==> src/rtl/vect_lane_serializer_if.sv <==
// vect_lane_serializer_if: vector-in / beat-out handshake bundle for the lane serializer.
interface vect_lane_serializer_if #(
    parameter int N  = 24,
    parameter int M  = 6,
    parameter int AW = 16
);
    logic           vec_valid;
    logic           vec_ready;
    logic [N*M-1:0] vec_data;
    logic [AW-1:0]  vec_addr;
    logic [M-1:0]   vec_mask;
    logic           out_valid;
    logic           out_ready;
    logic [N-1:0]   out_data;
    logic [AW-1:0]  out_addr;
    logic           out_last;
    logic           busy;
    modport master (
        output vec_valid, vec_data, vec_addr, vec_mask, out_ready,
        input  vec_ready, out_valid, out_data, out_addr, out_last, busy
    );
    modport slave (
        input  vec_valid, vec_data, vec_addr, vec_mask, out_ready,
        output vec_ready, out_valid, out_data, out_addr, out_last, busy
    );
endinterface

==> src/rtl/vect_lane_serializer.sv <==
// vect_lane_serializer: drains a masked M-lane vector into N-bit beats, one enabled lane
// per beat, each tagged with base address + lane index.
module vect_lane_serializer #(
    parameter int N  = 24,
    parameter int M  = 6,
    parameter int AW = 16
) (
    input logic clk,
    input logic rst,
    vect_lane_serializer_if.slave bus
);
    localparam int IW = $clog2(M);
    typedef enum logic {IDLE, SEND} state_t;
    state_t         state_q, state_d;
    logic [N*M-1:0] data_q, data_d;
    logic [AW-1:0]  base_q, base_d;
    logic [M-1:0]   mask_q, mask_d;
    logic [IW-1:0]  idx_q, idx_d;
    logic [N-1:0]   out_data_q, out_data_d;
    logic [AW-1:0]  out_addr_q, out_addr_d;
    logic           out_last_q, out_last_d;
    logic           acc, adv, fin, load;
    logic [IW:0]    from;
    logic [IW-1:0]  nidx;
    logic [N*M-1:0] sel_data;
    logic [AW-1:0]  sel_base;
    logic [M-1:0]   sel_mask;
    // One search serves both a fresh vector (from lane 0) and advancing past the current lane.
    always_comb begin
        acc      = state_q == IDLE && bus.vec_valid && |bus.vec_mask;
        adv      = state_q == SEND && bus.out_ready && !out_last_q;
        fin      = state_q == SEND && bus.out_ready && out_last_q;
        load     = acc || adv;
        sel_data = acc ? bus.vec_data : data_q;
        sel_base = acc ? bus.vec_addr : base_q;
        sel_mask = acc ? bus.vec_mask : mask_q;
        from     = acc ? '0 : {1'b0, idx_q} + 1'b1;
        nidx     = '0;
        for (int i = M - 1; i >= 0; i--)
            if (sel_mask[i] && i >= int'(from)) nidx = IW'(i);
        state_d    = acc ? SEND : fin ? IDLE : state_q;
        data_d     = sel_data;
        base_d     = sel_base;
        mask_d     = sel_mask;
        idx_d      = load ? nidx : idx_q;
        out_data_d = load ? sel_data[nidx*N +: N] : fin ? '0 : out_data_q;
        out_addr_d = load ? sel_base + AW'(nidx) : fin ? '0 : out_addr_q;
        out_last_d = load ? ~|((sel_mask >> nidx) >> 1) : fin ? 1'b0 : out_last_q;
    end
    always_ff @(posedge clk or posedge rst) begin
        if (rst) begin
            state_q    <= IDLE;
            data_q     <= '0;
            base_q     <= '0;
            mask_q     <= '0;
            idx_q      <= '0;
            out_data_q <= '0;
            out_addr_q <= '0;
            out_last_q <= 1'b0;
        end else begin
            state_q    <= state_d;
            data_q     <= data_d;
            base_q     <= base_d;
            mask_q     <= mask_d;
            idx_q      <= idx_d;
            out_data_q <= out_data_d;
            out_addr_q <= out_addr_d;
            out_last_q <= out_last_d;
        end
    end
    assign bus.vec_ready = state_q == IDLE;
    assign bus.out_valid = state_q == SEND;
    assign bus.busy      = state_q == SEND;
    assign bus.out_data  = out_data_q;
    assign bus.out_addr  = out_addr_q;
    assign bus.out_last  = out_last_q;
endmodule

==> src/flat_wrapper.sv <==
// flat-port wrapper written by rule: the top's interface ports become plain ports
module vect_lane_serializer_flat 
#(
    parameter int N  = 24,
    parameter int M  = 6,
    parameter int AW = 16
)
  (clk, rst, bus_vec_valid, bus_vec_data, bus_vec_addr, bus_vec_mask, bus_out_ready, bus_vec_ready, bus_out_valid, bus_out_data, bus_out_addr, bus_out_last, bus_busy);
  vect_lane_serializer_if #(.N(N), .M(M), .AW(AW)) bus_i ();
  input logic clk;
  input logic rst;
  input wire logic [$bits(bus_i.vec_valid)-1:0] bus_vec_valid;
  input wire logic [$bits(bus_i.vec_data)-1:0] bus_vec_data;
  input wire logic [$bits(bus_i.vec_addr)-1:0] bus_vec_addr;
  input wire logic [$bits(bus_i.vec_mask)-1:0] bus_vec_mask;
  input wire logic [$bits(bus_i.out_ready)-1:0] bus_out_ready;
  output wire logic [$bits(bus_i.vec_ready)-1:0] bus_vec_ready;
  output wire logic [$bits(bus_i.out_valid)-1:0] bus_out_valid;
  output wire logic [$bits(bus_i.out_data)-1:0] bus_out_data;
  output wire logic [$bits(bus_i.out_addr)-1:0] bus_out_addr;
  output wire logic [$bits(bus_i.out_last)-1:0] bus_out_last;
  output wire logic [$bits(bus_i.busy)-1:0] bus_busy;
  assign bus_i.vec_valid = bus_vec_valid;
  assign bus_i.vec_data = bus_vec_data;
  assign bus_i.vec_addr = bus_vec_addr;
  assign bus_i.vec_mask = bus_vec_mask;
  assign bus_i.out_ready = bus_out_ready;
  assign bus_vec_ready = bus_i.vec_ready;
  assign bus_out_valid = bus_i.out_valid;
  assign bus_out_data = bus_i.out_data;
  assign bus_out_addr = bus_i.out_addr;
  assign bus_out_last = bus_i.out_last;
  assign bus_busy = bus_i.busy;
  vect_lane_serializer #(.N(N), .M(M), .AW(AW)) u_core (.clk(clk), .rst(rst), .bus(bus_i));
endmodule
==> config.mk <==
export PLATFORM = sky130hd
export DESIGN_NAME = vect_lane_serializer_flat
export DESIGN_NICKNAME = d
export VERILOG_FILES = /design/src/rtl/vect_lane_serializer_if.sv /design/src/rtl/vect_lane_serializer.sv /design/src/flat_wrapper.sv
export SDC_FILE = /design/constraint.sdc
export NUM_CORES = 1
export LEC_CHECK = 0
export ABC_AREA = 0
export CAP_MARGIN = 20
export CORE_ASPECT_RATIO = 0.7
export CORE_UTILIZATION = 24
export CTS_CLUSTER_DIAMETER = 150
export CTS_CLUSTER_SIZE = 8
export DETAILED_ROUTE_END_ITERATION = 8
export DONT_BUFFER_PORTS = 1
export PLACE_DENSITY = 0.4
export SLEW_MARGIN = 20
export SYNTH_ARGS = -nofsm -noshare
export SYNTH_HDL_FRONTEND = slang
export SYNTH_SLANG_ARGS = --single-unit
==> constraint.sdc <==
create_clock -name clk -period 7.27 [get_ports clk]
set_input_delay 0.727 -clock clk [delete_from_list [all_inputs] [get_ports clk]]
set_output_delay 0.727 -clock clk [all_outputs]
set_load 0.01 [all_outputs]
# Yosys cells after proc, flatten, opt, wreduce, memory -nomap -nowiden
# Cells that the tools add are included.
word_totals:
  mem_bits_ro: 0
  ff_bits: 211
  wordCells: 55
  ramBits: 0
  latchBits: 0
  mem_count: 0
op_classes:
  mux: 17
  order_cmp: 6
  n_shift: 2
  bitwise: 1
  add_sub_neg: 2
  n_eq_ne: 0
  div: 0
  n_reduce_logical: 18
  multipliers: 1
ops:
  columns: ["cell", "count"]
  rows:
  - ["$mux 144", 1]
  - ["$shiftx 144x9->24", 1]
  - ["$mux 16", 3]
  - ["$mux 24", 2]
  - ["$mux 3", 6]
  - ["$add 16x3->16", 1]
  - ["$logic_and 1x1->1", 11]
  - ["$ge 1x4->1 const A", 2]
  - ["$ge 2x4->1 const A", 2]
  - ["$ge 3x4->1 const A", 2]
  - ["$mux 6", 1]
  - ["$reduce_or 6->1", 1]
  - ["$shr 6x3->6", 1]
  - ["$mul 3x2->5 const B", 1]
  - ["$reduce_or 5->1", 1]
  - ["$add 3x1->4 const B", 1]
  - ["$mux 4", 1]
  - ["$reduce_bool 2->1", 2]
  - ["$mux 1", 3]
  - ["$logic_not 1->1", 2]
  - ["$logic_or 1x1->1", 1]
  - ["$not 1->1", 1]

# Logic depth before layout (Yosys ltp)
depth:
  ltp_word: 16
  mapped_depth: 17

# Least setup slack after synthesis
# No wires, ideal clock.
synth_path:
  kind: "input to register"
  startpoint: "in bus_vec_mask[3]"
  endpoint: "reg u_core.out_addr_q[14], in the netlist u_core.bus.out_addr[14]"
  required_ns: 7.136
  arrival_ns: 4.153
  path_slack_ns: 2.982
  stages: 17
  setup_time_ns: 0.134
  path_cell_list: "or3_1 o41ai_4 buf_4 buf_2 buf_4 buf_2 nand2_1 nand2_1 ha_1 inv_1 fa_1 inv_1 a21oi_1 nor4_2 nand4_1 xnor2_1 o21ai_0"
synth_between:
  word_cells_on_any_way: 27
synth_rtl:
  columns: ["item", "line_no", "rtl"]
  rows:
  - ["from (decl)", "flat_wrapper.sv:15", "input wire logic [$bits(bus_i.vec_mask)-1:0] bus_vec_mask;"]
  - ["$reduce_or 6->1", "vect_lane_serializer.sv:30", "acc = state_q == IDLE && bus.vec_valid && |bus.vec_mask;"]
  - ["$logic_and 1x1->1", "vect_lane_serializer.sv:30", null]
  - ["$mux 16", "vect_lane_serializer.sv:35", "sel_base = acc ? bus.vec_addr : base_q;"]
  - ["net u_core.base_d[0]", "vect_lane_serializer.sv:16", "logic [AW-1:0] base_q, base_d;"]
  - ["$add 16x3->16", "vect_lane_serializer.sv:47", "out_addr_d = load ? sel_base + AW'(nidx) : fin ? '0 : out_addr_q;"]
  - ["$mux 16", "vect_lane_serializer.sv:47", null]
  - ["to (signal assigned)", "vect_lane_serializer.sv:67", "out_addr_q <= out_addr_d;"]
  - ["to (decl)", "vect_lane_serializer.sv:20", "logic [AW-1:0] out_addr_q, out_addr_d;"]
# The timed path passes the listed nets, and every way through them passes these cells.
# A chain may end at the register's enable or synchronous reset.

# Worst setup path after layout
layout_path:
  startpoint: "reg u_core.state_q, in the netlist u_core.bus.busy"
  endpoint: "reg u_core.out_addr_q[14], in the netlist u_core.bus.out_addr[14]"
layout_between:
  elab_chain_cells: 14
  word_cells_on_any_way: 31
layout_lines:
  columns: ["item", "line_no", "rtl"]
  rows:
  - ["from (decl)", "vect_lane_serializer.sv:14", "state_t state_q, state_d;"]
  - ["from (signal assigned)", "vect_lane_serializer.sv:61", "state_q <= state_d;"]
  - ["$not 1->1", "vect_lane_serializer.sv:30", null]
  - ["$logic_and 1x1->1 (2 in series)", "vect_lane_serializer.sv:30", null]
  - ["$mux 4", "vect_lane_serializer.sv:37", "from = acc ? '0 : {1'b0, idx_q} + 1'b1;"]
  - ["$ge 3x4->1", "vect_lane_serializer.sv:40", "if (sel_mask[i] && i >= int'(from)) nidx = IW'(i);"]
  - ["$logic_and 1x1->1", "vect_lane_serializer.sv:40", null]
  - ["$mux 3 (6 in series)", "vect_lane_serializer.sv:40", null]
  - ["$add 16x3->16", "vect_lane_serializer.sv:47", null]
  - ["$mux 16", "vect_lane_serializer.sv:47", null]
# Several ways; a longest one is shown, not always the timed one.

==> flow_summary.yaml <==
power:
  worst_ir_drop_vdd_v: 0.000229
  post-layout-total-power_uw: 6220
  leakagePower_uw: 0.00545
  power-per-cell-area_nw_per_um2: 543
place:
  gp_congestion: 0.791
  placedCellCount: 1625
  portBuffers: 0
  post-dp-hpwl_um: 25100
worst_setup_path:
  reg_to_reg_slack_setup_ps: 1990
  ff2ff_path_depth: 16
  critical_path.endpoint_type: "flop"
  regToRegStartpoint: "u_core.bus.busy$_DFFE_PP0P_"
  worstReg2RegEnd: "u_core.bus.out_addr[14]$_DFFE_PP0P_"
  critPathLaunchType: "flop"
  critical_path_peak_fanout: 30
  arrival_ps: 5700
  setup.worst_path.class: "flop to flop"
  cp_required_ps: 7690
sta:
  setup-tns-final_ps: 0
  slew_headroom_pct: 30.3
  timing_worst_slew_pin_value_ps: 1030
  grt_setup_unrepaired: "no"
  max_clock_freq_mhz: 189
  post-route-period-util_pct: 72.7
  setup-violations-final: 0
  timing.clock.skew_ps: 14.5
  finalCriticalPeriod_ps: 5280
  drv_slew: 0
  hold_viol: 0
global_routing:
  grt_overflow: 0
  grt_start_max_net_pins: 83
  grt_antenna_before_repair: 3
  grt_first_pass_wirelength_um: 52300
  grtUsageTotal_pct: 16.2
  grt_pass1_vias: 7682
yosys:
  synthMuxAreaShare_pct: 4.68
  post-synth-top-area-cell: "sky130_fd_sc_hd__dfrtp_1"
  synth-adder-area-share_pct: 0.692
  synth_top_family_by_area: "simple AND/OR/NAND/NOR gates"
  synth.yosys.seq_area_share_pct: 52.2
  post_synth_instance_area_um2: 10100
  number_of_enable_type_register_cells_in_the_synthesized_netlist: 0
  share_of_async_settable_or_async_resettable_flops_after_synthesis_pct: 100
  synth_cell_type_count: 58
  yosys_warnings: 0
  postSynth.topFlopCell: "sky130_fd_sc_hd__dfrtp_1"
  synth.net_count: 1308
  syn_inst: 1133
  post_synth_xor_area_fraction_pct: 1.21
  synth_area_leaders: "sky130_fd_sc_hd__dfrtp_1, sky130_fd_sc_hd__nand2_1, sky130_fd_sc_hd__mux2_2"
  synth_compound_area_share_pct: 14.1
  synthMostInstantiatedCell: "sky130_fd_sc_hd__nand2_1"
  synth_simple_gate_area_share_pct: 23.4
  synth-seq-cells: 211
  syn_avg_cell_area_um2: 8.94
  synth_top_cell_area_share_pct: 52.2
  top_cell_types_by_occurrence_after_synthesis: "sky130_fd_sc_hd__nand2_1, sky130_fd_sc_hd__dfrtp_1, sky130_fd_sc_hd__nor3_1"
detailed_routing:
  vias_per_cell: 4.73
  wirelength_um: 35000
  route.detailed.drc: 22
  detailroute.via_count: 7840
  initialDrtViolationCount: 580
  ant_nets: 0
  wl_per_cell_um: 21.1
  detailedRoute.firstPassIterationCount: 9
flow_run:
  max-cap-violations: 0
cells_and_area:
  number_of_fillers_in_the_final_layout: 4430
  synthesis_to_layout_area_growth_pct: 13.2
  footprint_of_the_multi_input_gates_um2: 4490
  area.sequential_um2: 5280
  final_layout_size_suffix_gt1_share_pct: 8.98
  final_core_util_pct: 27.8
  fin_cells: 1659
  final_nets: 1289
hold_path:
  holdCritPathClass: "input pin to asynchronous set/reset pin"
cts:
  cts_made_buffers: 30
  cts_resized: 0
  clock_sink_count: 211
  post-cts-setup-buffers: 0
  clkSlewWorstSetupHoldPaths_ps: 60
  clock_tree.root_cell: "sky130_fd_sc_hd__clkbuf_16"
  ctsHtreeMaxLevel: 1
  hold_bufs_inserted_after_cts: 0
  worst_skew_pair.late_latency_ps: 560
  tritoncts: "built"
  cts-root-to-sink-buffers: 3
floorplan:
  die_outline_area_um2: 43000
  chipWidth_um: 247
  core_area_um2: 41300
  start_util_pct: 24.5
  die_y_um: 174
  number_of_placed_i_o_pins: 214
  rows: 62
status:
  run_status: "finished with violations"
  failed_checks: "DRC"
[worst max-delay path, stage by stage (launching register included)]
cell and delay [ps]:
sky130_fd_sc_hd__dfrtp_1 520, sky130_fd_sc_hd__nor2b_1 170, sky130_fd_sc_hd__buf_4 240, sky130_fd_sc_hd__o31ai_1 160, sky130_fd_sc_hd__a22o_1 530, sky130_fd_sc_hd__a21oi_2 630
sky130_fd_sc_hd__nand2_4 360, sky130_fd_sc_hd__inv_2 540, sky130_fd_sc_hd__ha_1 280, sky130_fd_sc_hd__inv_1 60, sky130_fd_sc_hd__fa_1 390, sky130_fd_sc_hd__inv_1 70
sky130_fd_sc_hd__a21oi_1 130, sky130_fd_sc_hd__nor4_2 570, sky130_fd_sc_hd__nand4_1 200, sky130_fd_sc_hd__xnor2_1 180, sky130_fd_sc_hd__o21ai_0 80
[cells by family after synthesis]
family,after synthesis
AND/OR/NAND/NOR,577
flip-flops,211
AO/OA/AOI/OAI,190
buffers and inverters,93
multiplexers,43
XOR/XNOR,14
adder cells (fa/ha/maj),5
[flip-flops by register name, indices dropped and copies added, names as in the netlist]
name / cells
u_core.bus.out_addr: 16
u_core.idx_q: 3
u_core.base_q: 16
u_core.bus.busy: 1
u_core.data_q: 144
u_core.bus.out_last: 1
u_core.bus.out_data: 24
u_core.mask_q: 6
[where the power goes]
group | switching (µW) | total, µW | internal [µW] | leakage, µW
sequential | 302 | 2040 | 1740 | 0.00261
clock | 504 | 1220 | 720 | 0.000377
combinational | 1950 | 2960 | 1020 | 0.00246
total | 2750 | 6220 | 3470 | 0.00545
[worst max path at each step]
stage	startpoint	end	slack, ps	depth (start not counted)
floorplan	rst	u_core.base_q[0]$_DFF_PP0_	780	1
global placement	bus_vec_mask[3]	u_core.bus.out_addr[14]$_DFFE_PP0P_	1730	16
detailed placement	bus_vec_mask[3]	u_core.bus.out_addr[14]$_DFFE_PP0P_	1660	16
CTS	u_core.bus.busy$_DFFE_PP0P_	u_core.bus.out_addr[14]$_DFFE_PP0P_	1840	17
global route	u_core.bus.busy$_DFFE_PP0P_	u_core.bus.out_addr[14]$_DFFE_PP0P_	1500	16
finish	u_core.bus.busy$_DFFE_PP0P_	u_core.bus.out_addr[14]$_DFFE_PP0P_	1990	16
[metal layers]
metal / routed length, µm / GRT usage, %
met5: 31 / 0
met4: 462 / 2.66
met3: 2630 / 4.74
met2: 14500 / 22.8
met1: 17400 / 24.4
[layout make-up]
cell class / instances / area share [%]
inverter: 24 / 0.851
tap: 544 / 5.94
timing repair buffer: 18 / 1.21
antenna: 1 / 0.0218
clock buffer: 30 / 6.55
multi-input combinational: 829 / 39.2
clock inverter: 2 / 0.207
sequential: 211 / 46.0
[layout by cell type (no fill, tap or decap), types with 7 or more instances in the layout]
cell type / n
sky130_fd_sc_hd__a21o_1: 15
sky130_fd_sc_hd__a21oi_1: 37
sky130_fd_sc_hd__a221o_1: 16
sky130_fd_sc_hd__a31oi_1: 16
sky130_fd_sc_hd__a32oi_1: 10
sky130_fd_sc_hd__buf_4: 17
sky130_fd_sc_hd__clkbuf_16: 30
sky130_fd_sc_hd__dfrtp_1: 211
sky130_fd_sc_hd__inv_1: 21
sky130_fd_sc_hd__mux2_2: 24
sky130_fd_sc_hd__mux2i_1: 16
sky130_fd_sc_hd__nand2_1: 458
sky130_fd_sc_hd__nand3_1: 35
sky130_fd_sc_hd__nor2_1: 7
sky130_fd_sc_hd__nor3_1: 44
sky130_fd_sc_hd__o2111ai_1: 9
sky130_fd_sc_hd__o21a_1: 13
sky130_fd_sc_hd__o21ai_0: 25
sky130_fd_sc_hd__o41ai_1: 15
sky130_fd_sc_hd__or3_1: 10
sky130_fd_sc_hd__xnor2_1: 11
[stage by stage]
stage               worst slack, ps  hold slack, ps  area (µm²)
finish                         1990             109       11500
global route                   1500             148       11500
CTS                            1840             126       11500
detailed placement             1660             455       10700
global placement               1730             451       10700
floorplan                       777             433       10100
(Power assumes the default switching activity.)
